## src/rtl/traffic_phase_sequencer_if.sv

```systemverilog
// Detector/lamp bundle for the traffic phase sequencer: timing strobe, demand and
// flash request in; lamp drives and phase/state/timer status out.
interface traffic_phase_sequencer_if #(
    parameter int N_PHASES = 4,
    parameter int TIMER_W  = 6,
    parameter int PH_W     = (N_PHASES > 2) ? $clog2(N_PHASES) : 1
);
    logic                tick;
    logic [N_PHASES-1:0] demand;
    logic                flash_en;
    logic [N_PHASES-1:0] green;
    logic [N_PHASES-1:0] yellow;
    logic [N_PHASES-1:0] red;
    logic [PH_W-1:0]     phase_idx;
    logic [1:0]          state;
    logic [TIMER_W-1:0]  timer;

    modport master (
        output tick, demand, flash_en,
        input  green, yellow, red, phase_idx, state, timer
    );

    modport slave (
        input  tick, demand, flash_en,
        output green, yellow, red, phase_idx, state, timer
    );
endinterface

```

## src/rtl/traffic_phase_sequencer.sv

```systemverilog
// N-approach round-robin signal sequencer with demand skipping, rest-in-green and
// flash mode; every interval advances only on the external tick strobe.
module traffic_phase_sequencer #(
    parameter int N_PHASES      = 4,
    parameter int TIMER_W       = 6,
    parameter int GREEN_TIME    = 30,
    parameter int YELLOW_TIME   = 5,
    parameter int ALLRED_TIME   = 2,
    parameter int REST_IN_GREEN = 1,
    localparam int PH_W         = (N_PHASES > 2) ? $clog2(N_PHASES) : 1
) (
    input  logic                        clk,
    input  logic                        rst,
    traffic_phase_sequencer_if.slave    bus
);
    typedef enum logic [1:0] {
        S_GREEN  = 2'd0,
        S_YELLOW = 2'd1,
        S_ALLRED = 2'd2,
        S_FLASH  = 2'd3
    } state_t;

    localparam logic [N_PHASES-1:0] ONE_HOT0 = N_PHASES'(1);
    localparam logic [TIMER_W-1:0]  T_GREEN  = TIMER_W'(GREEN_TIME - 1);
    localparam logic [TIMER_W-1:0]  T_YELLOW = TIMER_W'(YELLOW_TIME - 1);
    localparam logic [TIMER_W-1:0]  T_ALLRED = TIMER_W'(ALLRED_TIME - 1);

    state_t              state_reg, state_next;
    logic [PH_W-1:0]     phase_reg, phase_next, rr_phase;
    logic [TIMER_W-1:0]  timer_reg, timer_next;
    logic                blink_reg, blink_next;
    logic                from_flash_reg, from_flash_next;
    logic [N_PHASES-1:0] green_reg, green_next;
    logic [N_PHASES-1:0] yellow_reg, yellow_next;
    logic [N_PHASES-1:0] red_reg, red_next;
    logic [N_PHASES-1:0] phase_onehot;
    logic                other_demand;

    for (genvar gi = 0; gi < N_PHASES; gi++) begin : g_onehot
        assign phase_onehot[gi] = (phase_reg == PH_W'(gi));
    end

    assign other_demand = |(bus.demand & ~phase_onehot);

    // Walk candidates from farthest to nearest so the nearest demanding phase wins;
    // falls back to plain successor when nobody else is waiting.
    always_comb begin
        int cand;
        cand     = 0;
        rr_phase = (phase_reg == PH_W'(N_PHASES - 1)) ? '0 : phase_reg + PH_W'(1);
        for (int k = N_PHASES - 1; k >= 1; k--) begin
            cand = int'(phase_reg) + k;
            if (cand >= N_PHASES) begin
                cand = cand - N_PHASES;
            end
            if (bus.demand[PH_W'(cand)]) begin
                rr_phase = PH_W'(cand);
            end
        end
    end

    always_comb begin
        state_next      = state_reg;
        phase_next      = phase_reg;
        timer_next      = timer_reg;
        blink_next      = blink_reg;
        from_flash_next = from_flash_reg;
        if (bus.tick) begin
            unique case (state_reg)
                S_GREEN: begin
                    if (timer_reg != '0) begin
                        if (bus.flash_en) begin
                            state_next = S_YELLOW;
                            timer_next = T_YELLOW;
                        end else begin
                            timer_next = timer_reg - TIMER_W'(1);
                        end
                    end else if (!bus.flash_en && (REST_IN_GREEN != 0) && !other_demand) begin
                        timer_next = '0;
                    end else begin
                        state_next = S_YELLOW;
                        timer_next = T_YELLOW;
                    end
                end
                S_YELLOW: begin
                    if (timer_reg != '0) begin
                        timer_next = timer_reg - TIMER_W'(1);
                    end else begin
                        state_next = S_ALLRED;
                        timer_next = T_ALLRED;
                    end
                end
                S_ALLRED: begin
                    if (timer_reg != '0) begin
                        timer_next = timer_reg - TIMER_W'(1);
                    end else if (bus.flash_en) begin
                        state_next      = S_FLASH;
                        timer_next      = '0;
                        blink_next      = 1'b0;
                        from_flash_next = 1'b0;
                    end else begin
                        // Recovery from flash always restarts the cycle at phase 0.
                        state_next      = S_GREEN;
                        phase_next      = from_flash_reg ? '0 : rr_phase;
                        timer_next      = T_GREEN;
                        from_flash_next = 1'b0;
                    end
                end
                S_FLASH: begin
                    timer_next = '0;
                    if (bus.flash_en) begin
                        blink_next = ~blink_reg;
                    end else begin
                        state_next      = S_ALLRED;
                        timer_next      = T_ALLRED;
                        blink_next      = 1'b0;
                        from_flash_next = 1'b1;
                    end
                end
                default: state_next = S_GREEN;
            endcase
        end
    end

    always_comb begin
        green_next  = '0;
        yellow_next = '0;
        red_next    = '1;
        unique case (state_next)
            S_GREEN: begin
                green_next = ONE_HOT0 << phase_next;
                red_next   = ~(ONE_HOT0 << phase_next);
            end
            S_YELLOW: begin
                yellow_next = ONE_HOT0 << phase_next;
                red_next    = ~(ONE_HOT0 << phase_next);
            end
            S_FLASH: begin
                yellow_next = {N_PHASES{blink_next}};
                red_next    = '0;
            end
            default: red_next = '1;
        endcase
    end

    always_ff @(posedge clk) begin
        if (rst) begin
            state_reg      <= S_GREEN;
            phase_reg      <= '0;
            timer_reg      <= T_GREEN;
            blink_reg      <= 1'b0;
            from_flash_reg <= 1'b0;
            green_reg      <= ONE_HOT0;
            yellow_reg     <= '0;
            red_reg        <= ~ONE_HOT0;
        end else begin
            state_reg      <= state_next;
            phase_reg      <= phase_next;
            timer_reg      <= timer_next;
            blink_reg      <= blink_next;
            from_flash_reg <= from_flash_next;
            green_reg      <= green_next;
            yellow_reg     <= yellow_next;
            red_reg        <= red_next;
        end
    end

    assign bus.green     = green_reg;
    assign bus.yellow    = yellow_reg;
    assign bus.red       = red_reg;
    assign bus.phase_idx = phase_reg;
    assign bus.state     = state_reg;
    assign bus.timer     = timer_reg;
endmodule

```

## src/flat_wrapper.sv

```systemverilog
// flat-port wrapper written by rule: the top's interface ports become plain ports
module traffic_phase_sequencer_flat 
#(
    parameter int N_PHASES      = 4,
    parameter int TIMER_W       = 6,
    parameter int GREEN_TIME    = 30,
    parameter int YELLOW_TIME   = 5,
    parameter int ALLRED_TIME   = 2,
    parameter int REST_IN_GREEN = 1,
    localparam int PH_W         = (N_PHASES > 2) ? $clog2(N_PHASES) : 1
)
  (clk, rst, bus_tick, bus_demand, bus_flash_en, bus_green, bus_yellow, bus_red, bus_phase_idx, bus_state, bus_timer);
  traffic_phase_sequencer_if #(.N_PHASES(N_PHASES), .TIMER_W(TIMER_W)) bus_i ();
  input  logic clk;
  input  logic rst;
  input wire logic [$bits(bus_i.tick)-1:0] bus_tick;
  input wire logic [$bits(bus_i.demand)-1:0] bus_demand;
  input wire logic [$bits(bus_i.flash_en)-1:0] bus_flash_en;
  output wire logic [$bits(bus_i.green)-1:0] bus_green;
  output wire logic [$bits(bus_i.yellow)-1:0] bus_yellow;
  output wire logic [$bits(bus_i.red)-1:0] bus_red;
  output wire logic [$bits(bus_i.phase_idx)-1:0] bus_phase_idx;
  output wire logic [$bits(bus_i.state)-1:0] bus_state;
  output wire logic [$bits(bus_i.timer)-1:0] bus_timer;
  assign bus_i.tick = bus_tick;
  assign bus_i.demand = bus_demand;
  assign bus_i.flash_en = bus_flash_en;
  assign bus_green = bus_i.green;
  assign bus_yellow = bus_i.yellow;
  assign bus_red = bus_i.red;
  assign bus_phase_idx = bus_i.phase_idx;
  assign bus_state = bus_i.state;
  assign bus_timer = bus_i.timer;
  traffic_phase_sequencer #(.N_PHASES(N_PHASES), .TIMER_W(TIMER_W), .GREEN_TIME(GREEN_TIME), .YELLOW_TIME(YELLOW_TIME), .ALLRED_TIME(ALLRED_TIME), .REST_IN_GREEN(REST_IN_GREEN)) u_core (.clk(clk), .rst(rst), .bus(bus_i));
endmodule
```

## config.mk

```make
export PLATFORM = sky130hd
export DESIGN_NAME = traffic_phase_sequencer_flat
export DESIGN_NICKNAME = d
export VERILOG_FILES = /design/src/rtl/traffic_phase_sequencer_if.sv /design/src/rtl/traffic_phase_sequencer.sv /design/src/flat_wrapper.sv
export SDC_FILE = /design/constraint.sdc
export NUM_CORES = 1
export LEC_CHECK = 0
export CAP_MARGIN = 25
export CORE_UTILIZATION = 30
export CTS_CLUSTER_DIAMETER = 100
export DETAILED_ROUTE_END_ITERATION = 8
export HOLD_SLACK_MARGIN = 0.02
export PLACE_DENSITY_LB_ADDON = 0.2
export SYNTH_ARGS = -nofsm -noshare
export SYNTH_HDL_FRONTEND = slang
export SYNTH_SLANG_ARGS = --single-unit
```

## constraint.sdc

```tcl
create_clock -name clk -period 2.65 [get_ports clk]
set_input_delay 0.265 -clock clk [delete_from_list [all_inputs] [get_ports clk]]
set_output_delay 0.265 -clock clk [all_outputs]
set_load 0.05 [all_outputs]
```

After elaboration in Yosys (flattened, before gate mapping). Index checks and enable logic that the tools add are counted.

Output and inout port bits: 22. Latch bits: 0. Bits in registers: 24. Bits in writable memories: 0. Memories kept: 0. Bits in read-only memories: 0.

Divide/modulo/power cells: 0. $mul: 0. Reductions and logical operators: 12. Bitwise gates (word level): 5. Eq/ne operators: 10. Multiplexer cells: 49. Magnitude comparators: 6. Shift-type cells: 1. $add $sub $neg: 8.

Operators by type and width (number): $mux W2 (20); $mux W6 (4); $pmux W6 S4 (1); $pmux W4 S2 (2); $mux W1 (14); $lt A2 B4 Y1 const B (3); $eq A2 B2 Y1 const B (5); $ge A3 B3 Y1 const B (3); $not A4 Y4 (2); $pmux W2 S4 (1); $add A2 B2 Y3 const B (2); $bmux W1 S2 (3); $eq A2 B1 Y1 const B (3); $logic_not A2 Y1 (3); $reduce_bool A6 Y1 (1); $sub A2 B1 Y2 const B (3); $sub A6 B1 Y6 const B (1); $mux W5 (1); $and A4 B4 Y4 (1); $ne A2 B2 Y1 const B (2); $pmux W1 S2 (2); $reduce_and A4 Y1 (1); $reduce_or A2 Y1 (2); $reduce_or A4 Y1 (1); 8 further kinds (10).

Logic depth before layout (Yosys ltp). Gate-level depths: netlist (run 1).

Word-level depth: 17. Mapped depth: 8. Gate-level depth less buffers: 7.

Least setup slack after synthesis (run 1). No wires, ideal clock.

Path type: flip-flop to flip-flop. Start point: reg u_core.phase_reg[0] (netlist: u_core.bus.phase_idx[0]). End point: reg u_core.yellow_reg[1] (netlist: u_core.bus.yellow[1]). Period minus slack after synthesis: 2.940 ns. Path slack: -0.290 ns. Stages on the path, launching flop included: 9. Arrival: 2.795 ns. Cells stage by stage: dfxtp_1 clkbuf_1 inv_1 ha_1 mux4_2 nor2b_1 nor3_1 a211oi_1 o31ai_1.

Longest elaborated chain between the ends: 16.

Ends and longest elaborated chain: start, declared (line traffic_phase_sequencer.sv:29) `logic [PH_W-1:0] phase_reg, phase_next, rr_phase;`; start signal, assigned (line traffic_phase_sequencer.sv:158) `phase_reg <= phase_next;`; $add A2 B2 Y3 (line traffic_phase_sequencer.sv:52) `cand = int'(phase_reg) + k;`; $ge A3 B3 Y1 or $sub A2 B1 Y2 (tied branches) (line traffic_phase_sequencer.sv:53, traffic_phase_sequencer.sv:54); $mux W2 (line traffic_phase_sequencer.sv:53) `if (cand >= N_PHASES) begin`; $bmux W1 S2 (line traffic_phase_sequencer.sv:56) `if (bus.demand[PH_W'(cand)]) begin`; $mux W1 (implied by the code) (2 in series) (line traffic_phase_sequencer.sv:56); $mux W2 (3 in series) (line traffic_phase_sequencer.sv:56); $mux W2 (line traffic_phase_sequencer.sv:104) `phase_next = from_flash_reg ? '0 : rr_phase;`; $mux W2 (line traffic_phase_sequencer.sv:96) `end else if (bus.flash_en) begin`; $mux W2 (line traffic_phase_sequencer.sv:94) `if (timer_reg != '0) begin`; $mux W2 (line traffic_phase_sequencer.sv:69) `unique case (state_reg)`; $mux W2 (line traffic_phase_sequencer.sv:68) `if (bus.tick) begin`; $shl A1 B2 Y4 (line traffic_phase_sequencer.sv:135) `yellow_next = ONE_HOT0 << phase_next;`; $pmux W4 S2 (*) (line traffic_phase_sequencer.sv:129) `unique case (state_next)`; end signal, assigned (line traffic_phase_sequencer.sv:163) `yellow_reg <= yellow_next;`; end, declared (line traffic_phase_sequencer.sv:34) `logic [N_PHASES-1:0] yellow_reg, yellow_next;`.

Every way passes the cells marked *; elsewhere a longest branch is shown, timed or not. The select of a mux whose other input is x is not followed. A chain may end at the register's enable or synchronous reset.

Worst setup path after layout (run 1).
Start point: reg u_core.timer_reg[0] (netlist: u_core.bus.timer[0]). End point: reg u_core.red_reg[2] (netlist: u_core.bus.red[2]).

Longest elaborated chain between the ends: 7.

Ends and longest elaborated chain: start, declared (line traffic_phase_sequencer.sv:30) `logic [TIMER_W-1:0] timer_reg, timer_next;`; start signal, assigned (line traffic_phase_sequencer.sv:159) `timer_reg <= timer_next;`; $reduce_bool A6 Y1 (*) (line traffic_phase_sequencer.sv:71, traffic_phase_sequencer.sv:86, traffic_phase_sequencer.sv:94); $mux W2, on equally long branches (line traffic_phase_sequencer.sv:94, traffic_phase_sequencer.sv:86, traffic_phase_sequencer.sv:71); $pmux W2 S4 or $mux W2 (tied branches) (line traffic_phase_sequencer.sv:69); $mux W2 (line traffic_phase_sequencer.sv:68); $eq A2 B1 Y1 (tied with other cells) (line traffic_phase_sequencer.sv:129); $reduce_or A2 Y1 (no line) or $not A4 Y4 (tied branches); $pmux W4 S2 (*) (line traffic_phase_sequencer.sv:129); end signal, assigned (line traffic_phase_sequencer.sv:155) `red_reg <= ~ONE_HOT0;`; end signal, assigned (line traffic_phase_sequencer.sv:164) `red_reg <= red_next;`; end, declared (line traffic_phase_sequencer.sv:35) `logic [N_PHASES-1:0] red_reg, red_next;`.

Every way passes the cells marked *; elsewhere a longest branch is shown, timed or not.

==> results of run 1 <==
[cell type report]
class | count | area (µm²) | area share (%)
multi-input combinational | 126 | 900 | 46.5
timing repair buffer | 41 | 380 | 19.7
tap | 52 | 65.1 | 3.37
clock buffer | 4 | 66.3 | 3.43
inverter | 9 | 33.8 | 1.75
sequential | 24 | 488 | 25.2
[layer usage]
layer	global-route usage [%]	vias up	wire length (µm)
met5	0	-	0
met4	5.56	0	55
met3	2.14	6	187
met2	23.8	36	1780
met1	21.6	653	1790
li1	-	705	-
[worst max-delay path: stages (launching register included)]
cell and delay (ns):
sky130_fd_sc_hd__dfxtp_4 0.37, sky130_fd_sc_hd__inv_1 0.08, sky130_fd_sc_hd__ha_1 0.16, sky130_fd_sc_hd__or3b_1 0.38, sky130_fd_sc_hd__or4_1 0.56, sky130_fd_sc_hd__buf_4 0.20, sky130_fd_sc_hd__a211o_1 0.38, sky130_fd_sc_hd__o31a_1 0.30
[path summary, 6_finish.rpt]
kind	from	to	slack, ns	cells past startpoint
hold reg to reg	u_core.blink_reg	u_core.blink_reg	0.51	2
setup / recovery	u_core.bus.timer[0]	u_core.bus.red[2]	0.11	7
setup reg to reg	u_core.bus.timer[0]	u_core.bus.red[2]	0.11	7
hold / removal	u_core.blink_reg	u_core.blink_reg	0.51	2
[kinds of logic after synthesis]
group | count (synthesis)
simple gates | 59
compound gates | 56
flops | 24
buf+inv | 20
mux | 5
fa+ha+maj | 5
xor+xnor | 1
[power by group]
group          switching (µW)  internal (µW)  total, µW
logic                    84.1           57.3        141
clock network             131            164        295
registers                8.93            369        378
[timing repair]
action / 4_1_cts / 5_1_grt
endpoints found under the setup margin: 0 / 11
gates resized for setup: 0 / 7
hold buffers: 0 / 0
[placed cells by master (no fill, tap or decap), drive strengths merged, types with 2 or more instances in the layout]
cell type,n
and2,2
mux4,2
ha,5
buf,12
clkdlybuf4s50,29
nor3b,2
a221o,2
o21ai,10
or3b,3
nand2,12
clkbuf,4
a21oi,11
nor4,4
mux2,2
nor3,6
a211o,3
nand3,3
o31ai,6
inv,9
a211oi,2
a21o,2
nor2b,3
o31a,4
o2111ai,2
dfxtp,24
nor2,10
nand2b,8
a31oi,4
[stage by stage]
stage	instance area (µm²)	setup TNS [ns]	std cells	util [%]	setup WS, ns
final	1930	0	256	43.2	0.112
after global routing	1930	0	256	43.2	0.00703
after CTS	1900	0	256	42.5	0.0771
after detailed placement	1830	-0.00455	252	41.0	-0.00199
after global placement	1830	0	252	41.0	0.0252
after floorplan	1440	0	170	-	0.00406
==> results_dict.tcl, run 1 <==
set metrics [dict create \
    status "complete, but fails checks" \
    failed_checks "DRC" \
    rsz0062_at_grt "false" \
    post_route_cells_drive_above_1_share_pct 15.7 \
    initial_utilization_pct 32.0 \
    timing.fmax_mhz 394 \
    design_power_total_uw 815 \
    syn-cell-area_um2 1430 \
    worstMarginPinSlew_ns 0.507 \
    core_area_um2 4470 \
    number_of_buffers_on_the_longest_clock_path 2 \
    clock_latency_ns 0.28 \
    die-width_um 71.0 \
    antenna_violating_nets_left 0 \
    final_hold_viol_count 0 \
    synth_top_family_by_area "compound AO/OA/AOI/OAI gates" \
    synth.area.mux_share_pct 5.42 \
    yosys-top-cells-count "sky130_fd_sc_hd__dfxtp_1, sky130_fd_sc_hd__nand2_1, sky130_fd_sc_hd__a21oi_1, sky130_fd_sc_hd__nor2_1, sky130_fd_sc_hd__o21ai_0" \
    irDropWorstVdd_uv 214 \
    clock_sink_count 24 \
    total_leakage_power_uw 0.000743 \
    synth_edf_count 0 \
    ys_async_sr_fraction_pct 0 \
    cts_max_level 1 \
    start_kind "register" \
    post-cts-setup-buffers 0 \
    pin_count 30 \
    synth_seq_cells 24 \
    area.growth.synth_to_final_pct 35.2 \
    path_max_fanout 6 \
    netlist_instances 170 \
    tritoncts_clock_tree "done" \
    hold-worst-slack_ns 0.514 \
    synth-compound-area-share_pct 27.6 \
    via_count 1400 \
    die-height_um 71.0 \
    synthesis.area_per_instance_um2 8.41 \
    detail_route.wl_per_cell_um 14.9 \
    antenna_found_initial 0 \
    root_buffer "sky130_fd_sc_hd__clkbuf_8" \
    total_iterations_of_the_first_detailed_routing_run 6 \
    drcViolationCount 3 \
    worst_setup_path_end_kind "register" \
    worst-setup-path-type "reg2reg" \
    first_pass_grt_wire_length_um 6130 \
    drt-initial-drc-count 63 \
    mapped_nets 183 \
    routabilityCongestion 0.816 \
    post-synth-top-count-cell "sky130_fd_sc_hd__dfxtp_1" \
    critical_path_required_ns 2.82 \
    gr-usage-all-layers_pct 15.3 \
    first_global_vias 1230 \
    ys_types 48 \
    powerDensity_nw_per_um2 421 \
    n_fill_cell 432 \
    relSlewSlack_pct 66.1 \
    route.final.wire_length_um 3810 \
    synth-main-ff-cell "sky130_fd_sc_hd__dfxtp_1" \
    synthTopCellsByArea "sky130_fd_sc_hd__dfxtp_1, sky130_fd_sc_hd__ha_1, sky130_fd_sc_hd__a21oi_1, sky130_fd_sc_hd__nand2b_1, sky130_fd_sc_hd__o21ai_0" \
    die_area_um2 5050 \
    synth.yosys.seq_area_share_pct 33.6 \
    setup_violations 0 \
    max_cap_violations 0 \
    final-max-slew-violation-count 0 \
    holdCritPathClass "reg2reg" \
    max_ffs_per_register 6 \
    n_antenna_cell 0 \
    dpl.hpwl_um 2810 \
    grt_start_max_net_pins 19 \
    vias_per_cell 5.47 \
    ys.warnings.count 0 \
    yosys.area_share.simple_pct 22.3 \
    finClkSkew_ns 0.00857 \
    grt_overflow 0 \
    port-buffer-count 29 \
    synth_top_area_share_pct 33.6 \
    finish.net_count 218 \
    worst-endpoint-arrival_ns 2.70 \
    min_period_over_period_pct 95.8 \
    clock_transition_time_at_the_flip_flop_clock_pins_of_the_worst_setup_and_hold_paths_ns 0.10 \
    synth_area_leader_cell "sky130_fd_sc_hd__dfxtp_1" \
    std_cell_rows 24 \
    min_period_ns 2.54 \
    yosys.area_share.xor_xnor_pct 0.612 \
    cts_buffers 3 \
    synth_fa_ha_area_share_pct 4.37 \
]
Power figures use the tool's default switching activity.
==> run 2: changes to the inputs <==
Settings changed: CORE_MARGIN set to 5.
==> results_dict.tcl, run 2 (synthesis gave the netlist of run 1 again) <==
set metrics [dict create \
    status "completed" \
    first_global_vias 1334 \
    utilization_pct 41.3 \
    die-width_um 79.0 \
    holdCritPathClass "reg2reg" \
    worst_reg2reg_endpoint "u_core.bus.red[2]" \
    relSlewSlack_pct 66.1 \
    total_iterations_of_the_first_detailed_routing_run 4 \
    die_area_um2 6250 \
    finish.net_count 218 \
    dpl.hpwl_um 2950 \
    reg2reg_slack_ns 0.12 \
    max_cap_violations 0 \
    r2r_cells 7 \
    via_count 1386 \
    grt_start_max_net_pins 19 \
    most_common_cell_after_layout_fill_and_taps_aside "sky130_fd_sc_hd__clkdlybuf4s50_1" \
    power.combinational.fraction_pct 17.4 \
    antenna_violating_nets_left 0 \
    seq_power_share_pct 47.0 \
    number_of_buffers_on_the_longest_clock_path 2 \
    clock_latency_ns 0.27 \
    cts_buffers 3 \
    worst-setup-path-type "reg2reg" \
    start_kind "register" \
    final-max-slew-violation-count 0 \
    post_route_cells_drive_above_1_share_pct 16.2 \
    setup_violations 0 \
    std_cell_rows 25 \
    p_clk_share_pct 35.6 \
    hold_path_depth 2 \
    clock_sink_count 24 \
    worst_r2r_startpoint "u_core.bus.timer[0]" \
    worstMarginPinSlew_ns 0.507 \
    drt-initial-drc-count 69 \
    cts_max_level 1 \
    hp-start "u_core.blink_reg" \
    design_power_total_uw 806 \
    area.growth.synth_to_final_pct 34.6 \
    port-buffer-count 29 \
    max_ffs_per_register 6 \
    n_antenna_cell 0 \
    irDropWorstVdd_uv 135 \
    initial_utilization_pct 30.7 \
    most-common-layout-cells "sky130_fd_sc_hd__clkdlybuf4s50_1, sky130_fd_sc_hd__dfxtp_1, sky130_fd_sc_hd__nand2_1, sky130_fd_sc_hd__buf_4, sky130_fd_sc_hd__a21oi_1" \
    pin_count 30 \
    total_leakage_power_uw 0.000736 \
    gr-usage-all-layers_pct 13.0 \
    worst_hold_path.endpoint "u_core.blink_reg" \
    antenna_found_initial 0 \
    power.internal_uw 590 \
    min_period_over_period_pct 95.4 \
    worst_setup_path_end_kind "register" \
    route.final.wire_length_um 3900 \
    switching_share_pct 26.8 \
    final_hold_viol_count 0 \
    die-height_um 79.0 \
    root_buffer "sky130_fd_sc_hd__clkbuf_8" \
    routabilityCongestion 0.810 \
    timing.fmax_mhz 395 \
    path_max_fanout 6 \
    drcViolationCount 0 \
    rsz0062_at_grt "false" \
    first_pass_grt_wire_length_um 6600 \
    vias_per_cell 5.37 \
    detail_route.wl_per_cell_um 15.1 \
    worst-endpoint-arrival_ns 2.69 \
    tritoncts_clock_tree "done" \
    critical_path_required_ns 2.81 \
    min_period_ns 2.53 \
    grt_overflow 0 \
    sw_power_uw 216 \
    core_area_um2 4660 \
    finClkSkew_ns 0.00717 \
    post-cts-setup-buffers 0 \
    clock_transition_time_at_the_flip_flop_clock_pins_of_the_worst_setup_and_hold_paths_ns 0.09 \
    powerDensity_nw_per_um2 418 \
]
run 2: area by class of cell:
class | count | area (µm²)
multi-input cells | 126 | 890
inverters | 9 | 33.8
flip-flops and latches | 24 | 488
fillers | 453 | 2740
well taps | 54 | 67.6
clock buffers | 4 | 66.3
repair buffers | 41 | 380
run 2: how the worst max path moves through the flow:
stage                              from             endpoint  slack, ns  cells past startpoint
floorplan           u_core.bus.timer[1]    u_core.bus.red[2]      0.004                      8
global placement               bus_tick    u_core.bus.red[3]       0.02                      6
detailed placement             bus_tick    u_core.bus.red[2]     -0.007                      6
CTS                 u_core.bus.timer[0]    u_core.bus.red[2]       0.07                      7
global route        u_core.bus.timer[0]  u_core.bus.green[2]       0.04                      7
finish              u_core.bus.timer[0]    u_core.bus.red[2]       0.12                      7
run 2: layer usage:
metal	vias to the layer above	GRT usage (%)	routed length, µm
met2	33	21.4	1920
li1	703	-	-
met3	4	2.04	168
met4	0	3.61	35
met1	646	17.6	1770
met5	-	0	0
run 2: power by group through the flow:
| stage | sequential, µW | combinational (µW) | clock, µW |
|---|---|---|---|
| detailed placement | 388 | 139 | 0 |
| finish | 379 | 140 | 287 |
| global route | 381 | 151 | 303 |
| global placement | 387 | 137 | 0 |
| CTS | 379 | 140 | 294 |
| floorplan | 416 | 59.8 | 0 |
run 2: critical path, cell delays in order (launching register included):
cell and delay (ns):
sky130_fd_sc_hd__dfxtp_4 0.37, sky130_fd_sc_hd__inv_1 0.08, sky130_fd_sc_hd__ha_1 0.16, sky130_fd_sc_hd__or3b_1 0.38, sky130_fd_sc_hd__or4_1 0.55, sky130_fd_sc_hd__buf_4 0.19
sky130_fd_sc_hd__a211o_1 0.38, sky130_fd_sc_hd__o31a_1 0.30
run 2: metrics by stage:
| stage | hold slack, ns | area, µm² | setup TNS, ns | std cells | worst slack [ns] |
|---|---|---|---|---|---|
| 4_1_cts | 0.512 | 1900 | 0 | 258 | 0.0671 |
| 5_1_grt | 0.547 | 1930 | 0 | 258 | 0.0377 |
| 3_5_place_dp | 0.498 | 1840 | -0.0122 | 254 | -0.00701 |
| 6_report | 0.511 | 1930 | 0 | 258 | 0.121 |
| 3_3_place_gp | 0.486 | 1840 | 0 | 254 | 0.0156 |
| 2_1_floorplan | 0.472 | 1440 | 0 | 170 | 0.00406 |
run 2: what timing repair did:
item                                    CTS  global route
hold buffers                              0             0
resized for setup                         0             5
endpoints found under the setup margin    0             6
